$ cat src/rtl/ex_mem_skid.sv
// Execute-to-memory pipeline register with a 2-entry skid buffer and registered pcSrc.
// Optional EX_MEM_STATS_EN adds acceptCount/stallCount output ports.
module ex_mem_skid #(
  parameter int Nbits   = 64,
  parameter int RegBits = 5
) (
  input  logic               clk,
  input  logic               reset,
  input  logic               flush,
  input  logic               in_valid,
  output logic               in_ready,
  input  logic [Nbits-1:0]   aluResult,
  input  logic               zero,
  input  logic [Nbits-1:0]   storeData,
  input  logic [RegBits-1:0] rd,
  input  logic               regWrite,
  input  logic               memRead,
  input  logic               memWrite,
  input  logic               branch,
  output logic               out_valid,
  input  logic               out_ready,
  output logic [Nbits-1:0]   out_aluResult,
  output logic               out_zero,
  output logic [Nbits-1:0]   out_storeData,
  output logic [RegBits-1:0] out_rd,
  output logic               out_regWrite,
  output logic               out_memRead,
  output logic               out_memWrite,
  output logic               pcSrc
`ifdef EX_MEM_STATS_EN
  ,
  output logic [31:0]        acceptCount,
  output logic [31:0]        stallCount
`endif
);

  typedef struct packed {
    logic [Nbits-1:0]   alu;
    logic               zero;
    logic [Nbits-1:0]   sd;
    logic [RegBits-1:0] rd;
    logic               rw;
    logic               mr;
    logic               mw;
    logic               br;
  } entry_t;

  typedef enum logic [1:0] {EMPTY, ONE, TWO} state_t;

  state_t state_q, state_d;
  entry_t main_q, main_d, skid_q, skid_d, in_entry;
  logic   accept, pop;

  always_comb begin
    in_entry.alu  = aluResult;
    in_entry.zero = zero;
    in_entry.sd   = storeData;
    in_entry.rd   = rd;
    in_entry.rw   = regWrite;
    in_entry.mr   = memRead;
    in_entry.mw   = memWrite;
    in_entry.br   = branch;
  end

  // in_ready depends only on registered state, never on out_ready.
  assign in_ready  = (state_q != TWO);
  assign out_valid = (state_q != EMPTY);
  assign accept    = in_valid & in_ready;
  assign pop       = out_valid & out_ready;

  always_comb begin
    state_d = state_q;
    main_d  = main_q;
    skid_d  = skid_q;
    if (flush) begin
      state_d = EMPTY;
    end else begin
      case (state_q)
        EMPTY: begin
          if (accept) begin
            main_d  = in_entry;
            state_d = ONE;
          end
        end
        ONE: begin
          if (accept && pop) begin
            main_d = in_entry;
          end else if (accept) begin
            skid_d  = in_entry;
            state_d = TWO;
          end else if (pop) begin
            state_d = EMPTY;
          end
        end
        TWO: begin
          if (pop) begin
            main_d  = skid_q;
            state_d = ONE;
          end
        end
        default: state_d = EMPTY;
      endcase
    end
  end

  always_ff @(posedge clk) begin
    if (reset) begin
      state_q <= EMPTY;
      main_q  <= '0;
      skid_q  <= '0;
    end else begin
      state_q <= state_d;
      main_q  <= main_d;
      skid_q  <= skid_d;
    end
  end

  assign out_aluResult = main_q.alu;
  assign out_zero      = main_q.zero;
  assign out_storeData = main_q.sd;
  assign out_rd        = main_q.rd;
  assign out_regWrite  = main_q.rw;
  assign out_memRead   = main_q.mr;
  assign out_memWrite  = main_q.mw;
  assign pcSrc         = out_valid & main_q.br & main_q.zero;

`ifdef EX_MEM_STATS_EN
  logic [31:0] accept_cnt_q, stall_cnt_q;

  always_ff @(posedge clk) begin
    if (reset) begin
      accept_cnt_q <= '0;
      stall_cnt_q  <= '0;
    end else begin
      if (accept)                 accept_cnt_q <= accept_cnt_q + 32'd1;
      if (out_valid && !out_ready) stall_cnt_q <= stall_cnt_q + 32'd1;
    end
  end

  assign acceptCount = accept_cnt_q;
  assign stallCount  = stall_cnt_q;
`endif

endmodule

$ cat config.mk
export PLATFORM = sky130hd
export DESIGN_NAME = ex_mem_skid
export DESIGN_NICKNAME = d
export VERILOG_FILES = /design/src/rtl/ex_mem_skid.sv
export SDC_FILE = /design/constraint.sdc
export NUM_CORES = 1
export LEC_CHECK = 0
export ABC_AREA = 1
export BUFFER_PORTS_ARGS = -buffer_cell sky130_fd_sc_hd__buf_4
export CAP_MARGIN = 20
export CORE_MARGIN = 4
export CORE_UTILIZATION = 53
export DETAILED_ROUTE_END_ITERATION = 8
export PLACE_DENSITY_LB_ADDON = 0.05
export SYNTH_ARGS = -nofsm -noshare
export SYNTH_HDL_FRONTEND = slang
export SYNTH_SLANG_ARGS = --single-unit
$ cat constraint.sdc
create_clock -name clk -period 3.6 [get_ports clk]
set_clock_uncertainty 0.2 [all_clocks]
set_input_delay 0.54 -clock clk [delete_from_list [all_inputs] [get_ports clk]]
set_output_delay 0.54 -clock clk [all_outputs]
set_load 0.005 [all_outputs]
Word-level counts from Yosys, hierarchy flattened

Cells that the tools add are included.

Bits in registers: 278
Logic and storage cells: 49

Eq/ne operators: 8
Mux-type cells: 10
Bitwise gates (word level): 6
Reduce and logical (&&, ||, !) cells: 8

Operators with widths:

| operator             | count |
|---|---|
| $mux W138            | 3 |
| $pmux W138 S3        | 1 |
| $mux W2              | 5 |
| $ne A2 B2 Y1 const B | 5 |
| $reduce_and A4 Y1    | 2 |
| $pmux W2 S3          | 1 |
| $reduce_and A5 Y1    | 1 |
| $and A1 B1 Y1        | 4 |
| $ne A3 B3 Y1 const B | 1 |
| $reduce_bool A3 Y1   | 1 |
| $eq A2 B1 Y1 const B | 1 |
| $eq A2 B2 Y1 const B | 1 |
| $logic_not A2 Y1     | 1 |
| $not A1 Y1           | 2 |
| $reduce_bool A2 Y1   | 1 |
| $reduce_or A2 Y1     | 1 |
| $logic_and A1 B1 Y1  | 1 |

Logic depth before layout (Yosys ltp)

Depth after elaboration: 6
Gate-level depth with buffers: 10
Depth with buffers taken out: 9

Least setup slack after synthesis

No wires, ideal clock.

Kind: in2reg
Start: input in_valid
End: register main_q (netlist bit out_aluResult[52])
Library setup time: 0.115 ns
Arrival time: 1.380 ns
Slack: 1.905 ns
Stages: 8
Buffers on the path: 2
Path through: a21boi_1 > nand2_1 > nand2_2 > buf_2 > buf_4 > nand3_1 > nand2_1 > nor2_1

Cells in the longest elaborated chain, start to end: 4
Elaborated cells between the ends (all ways): 5
Classes of those cells: eq/ne: 2; bitwise: 1; reduce/logical: 2

RTL lines:

| what                                   | RTL line | text |
|---|---|---|
| start, declared                        | 10       | `input logic in_valid,` |
| $and A1 B1 Y1 (*)                      | 68       | `assign accept = in_valid & in_ready;` |
| $logic_and A1 B1 Y1                    | 86       | `if (accept && pop) begin` |
| $ne A2 B2 Y1 (no source line)          | n/a      |  |
| $reduce_and A5 Y1 (no source line) (*) | n/a      |  |
| end signal, assigned                   | 113      | `main_q <= main_d;` |
| end, declared                          | 51       | `entry_t main_q, main_d, skid_q, skid_d, in_entry;` |

Every way passes the cells marked *; elsewhere a longest branch is shown, timed or not.
A chain may end at the register's enable or synchronous reset.

Final worst setup path

Start: register state_q[1]
End: output in_ready

Cells in the longest elaborated chain, start to end: 1

RTL lines:

| what                   | RTL line | text |
|---|---|---|
| start, declared        | 50       | `state_t state_q, state_d;` |
| start signal, assigned | 112      | `state_q <= state_d;` |
| $ne A2 B2 Y1           | 66       | `assign in_ready = (state_q != TWO);` |
| end, declared          | 11       | `output logic in_ready,` |

No other way between the ends.

==> flow_summary.yaml <==
logic_synthesis:
  yosysTopAreaCellShare: 0.399
  syn_area_per_cell_um2: 6.55
  syn_nets: 2273
  synth_seq_area_share: 0.399
  synth.distinct_cells: 23
  yosys-top-cells-area: "dfxtp_1 40%, nand2_1 11%, nor2_1 11%"
  synth_cells: 2130
  synth_seq_cells: 278
  ys_warn_count: 0
  yosysTopAreaCell: "dfxtp_1"
  synthesis.area_mm2: 0.0140
clock_tree:
  cts_tree: "built"
  cts-root-buf: "clkbuf_16"
  cts_sinks: 278
  htreeDepth: 1
  clockBufferDepth: 3
  clkLatencyLatePin_ps: 550
  cts_made_buffers: 31
  path_clk_slew_ps: 60
floorplanning:
  rows: 59
  dieArea_mm2: 0.0290
  core_mm2: 0.0260
  pin_count: 283
  start_util: 0.537
  dieWidth_um: 170
  fp.dieH_um: 170
worst_setup_path:
  r2r_start: "state_q[1]"
  cp-start-kind: "register"
  cp_max_fo: 67
  cp-end-kind: "output port"
  worstSetupPathType: "reg2out"
  crit_required_ps: 2860
  r2r_slack_ps: 840
  crit_start: "state_q[1]"
  critPathArrivalTime_ps: 2020
  crit_end: "in_ready"
  r2r_cells: 8
  reg2reg_to: "out_aluResult[0]"
route:
  vias_per_cell: 5.07
  routed_wl_um: 36600
  firstDrtPassIters: 5
  drtIter0Drc: 1006
  via_count: 12800
  ant_nets: 0
  wire_per_inst_um: 14.5
  drc_errors: 0
status:
  status: "finished clean"
timing:
  finalHoldViolations: 0
  fin_setup_tns_ps: 0
  setup_viol: 0
  fin_crit_sh: 0.766
  slew_violations: 0
  worst_pin_slew_ps: 824
  min_period_ps: 2760
  max-slew-margin-rel: 0.451
  max_freq_ghz: 0.362
  rsz0062_at_grt: "no"
layout:
  layout.filler_cells: 2604
  post-route-util: 0.617
  fin_nets: 2314
  drive_above_1_share: 0.168
  mostFrequentLayoutCell: "nand2_1"
  layout_common_cells: "426 x nand2_1, 418 x nor2_1, 297 x buf_4"
  area_growth_pct: 15.0
global_route:
  grt_pass1_wl_um: 59500
  antenna_found_initial: 1
  track_usage: 0.243
  grt_max_degree: 139
  first_global_vias: 11600
  grt_overflow: 0
power:
  p_per_area_mw_per_mm2: 473
  leakage_nw: 7.89
  irDropWorstVdd_v: 0.000393
placed_design:
  port_buffers: 282
  hpwl_um: 21800
  routabilityCongestion: 0.804
min_path:
  hold_path_class: "in2reg"
flow_run:
  max-cap-violations: 0
==> report_power, final <==
part | internal [W] | switching, W | total [W]
clock | 0.00195 | 0.00126 | 0.00321
combinational | 0.000483 | 0.000552 | 0.00103
sequential | 0.00324 | 0.0000999 | 0.00334
==> sequential cells by signal, indices dropped and copies added, names as in the netlist <==
name / cells
out_memWrite: 1
out_aluResult: 64
out_storeData: 64
main_q: 1
skid_q: 138
state_q: 2
out_zero: 1
out_regWrite: 1
out_rd: 5
out_memRead: 1
==> what timing repair did <==
action	CTS	global route
endpoints found under the hold margin	1	0
setup buffers	0	0
gates resized for setup	0	0
hold buffers	1	0
==> synthesized netlist by cell type <==
library cell  count
a211oi_1          1
a21boi_1          1
a21oi_1         138
buf_1             8
buf_2            66
buf_4           160
buf_6             1
clkbuf_1         53
clkbuf_2          8
clkbuf_4          3
clkinv_1          1
dfxtp_1         278
inv_1           142
inv_2             3
nand2_1         426
nand2_2           3
nand3_1         276
nor2_1          418
nor2_2            3
nor2_4            1
nor3_1            1
o21ai_0         112
o21ai_1          27
==> routing by layer <==
metal	GRT usage	share of wire	vias to the layer above
met5	0	0	-
met4	0.0757	0.031	0
met3	0.0520	0.073	67
met2	0.388	0.45	352
met1	0.330	0.44	5754
li1	-	-	6645
==> layout make-up <==
cell class / instances / area (µm²) / area share
Tap cell: 335 / 419 / 0.0261
Sequential cell: 278 / 5570 / 0.347
Clock inverter: 11 / 135 / 0.00842
Inverter: 146 / 558 / 0.0348
Antenna cell: 1 / 2.50 / 0.000156
Timing Repair Buffer: 307 / 2420 / 0.151
Clock buffer: 44 / 905 / 0.0564
Multi-Input combinational cell: 1407 / 6030 / 0.376
==> cells by family after synthesis <==
kind of cell           Yosys count  share of synthesized area
buffers and inverters          445                      0.171
and+or+nand+nor               1128                      0.330
DFF                            278                      0.399
AOI/OAI and AO/OA              279                      0.100
==> worst max-delay path, stage by stage (launching register included) <==
cell and delay (ps):
dfxtp_4 590, nand2_4 540, buf_4 340
==> stage by stage <==
stage                     instances  hold WS [ps]  setup slack, ps  instance area [µm²]  power (W)
after floorplan                2130           251             1910                14000    0.00414
after global placement         2472           261              886                15000    0.00443
after detailed placement       2472           268              868                15000    0.00445
after CTS                      2528          11.9              793                16000    0.00766
after global routing           2529          16.2              625                16000    0.00796
final                          2529          32.4              841                16000    0.00759
==> worst min-delay path by stage <==
stage | from | endpoint | slack, ps | depth (start not counted)
floorplan | main_q[0] | main_q[0] | 250 | 2
global placement | out_storeData[12] | out_storeData[12] | 260 | 2
detailed placement | out_storeData[28] | out_storeData[28] | 270 | 2
CTS | storeData[49] | skid_q[58] | 10 | 3
global route | storeData[49] | skid_q[58] | 20 | 3
finish | storeData[49] | skid_q[58] | 30 | 3
(Power assumes the default switching activity.)
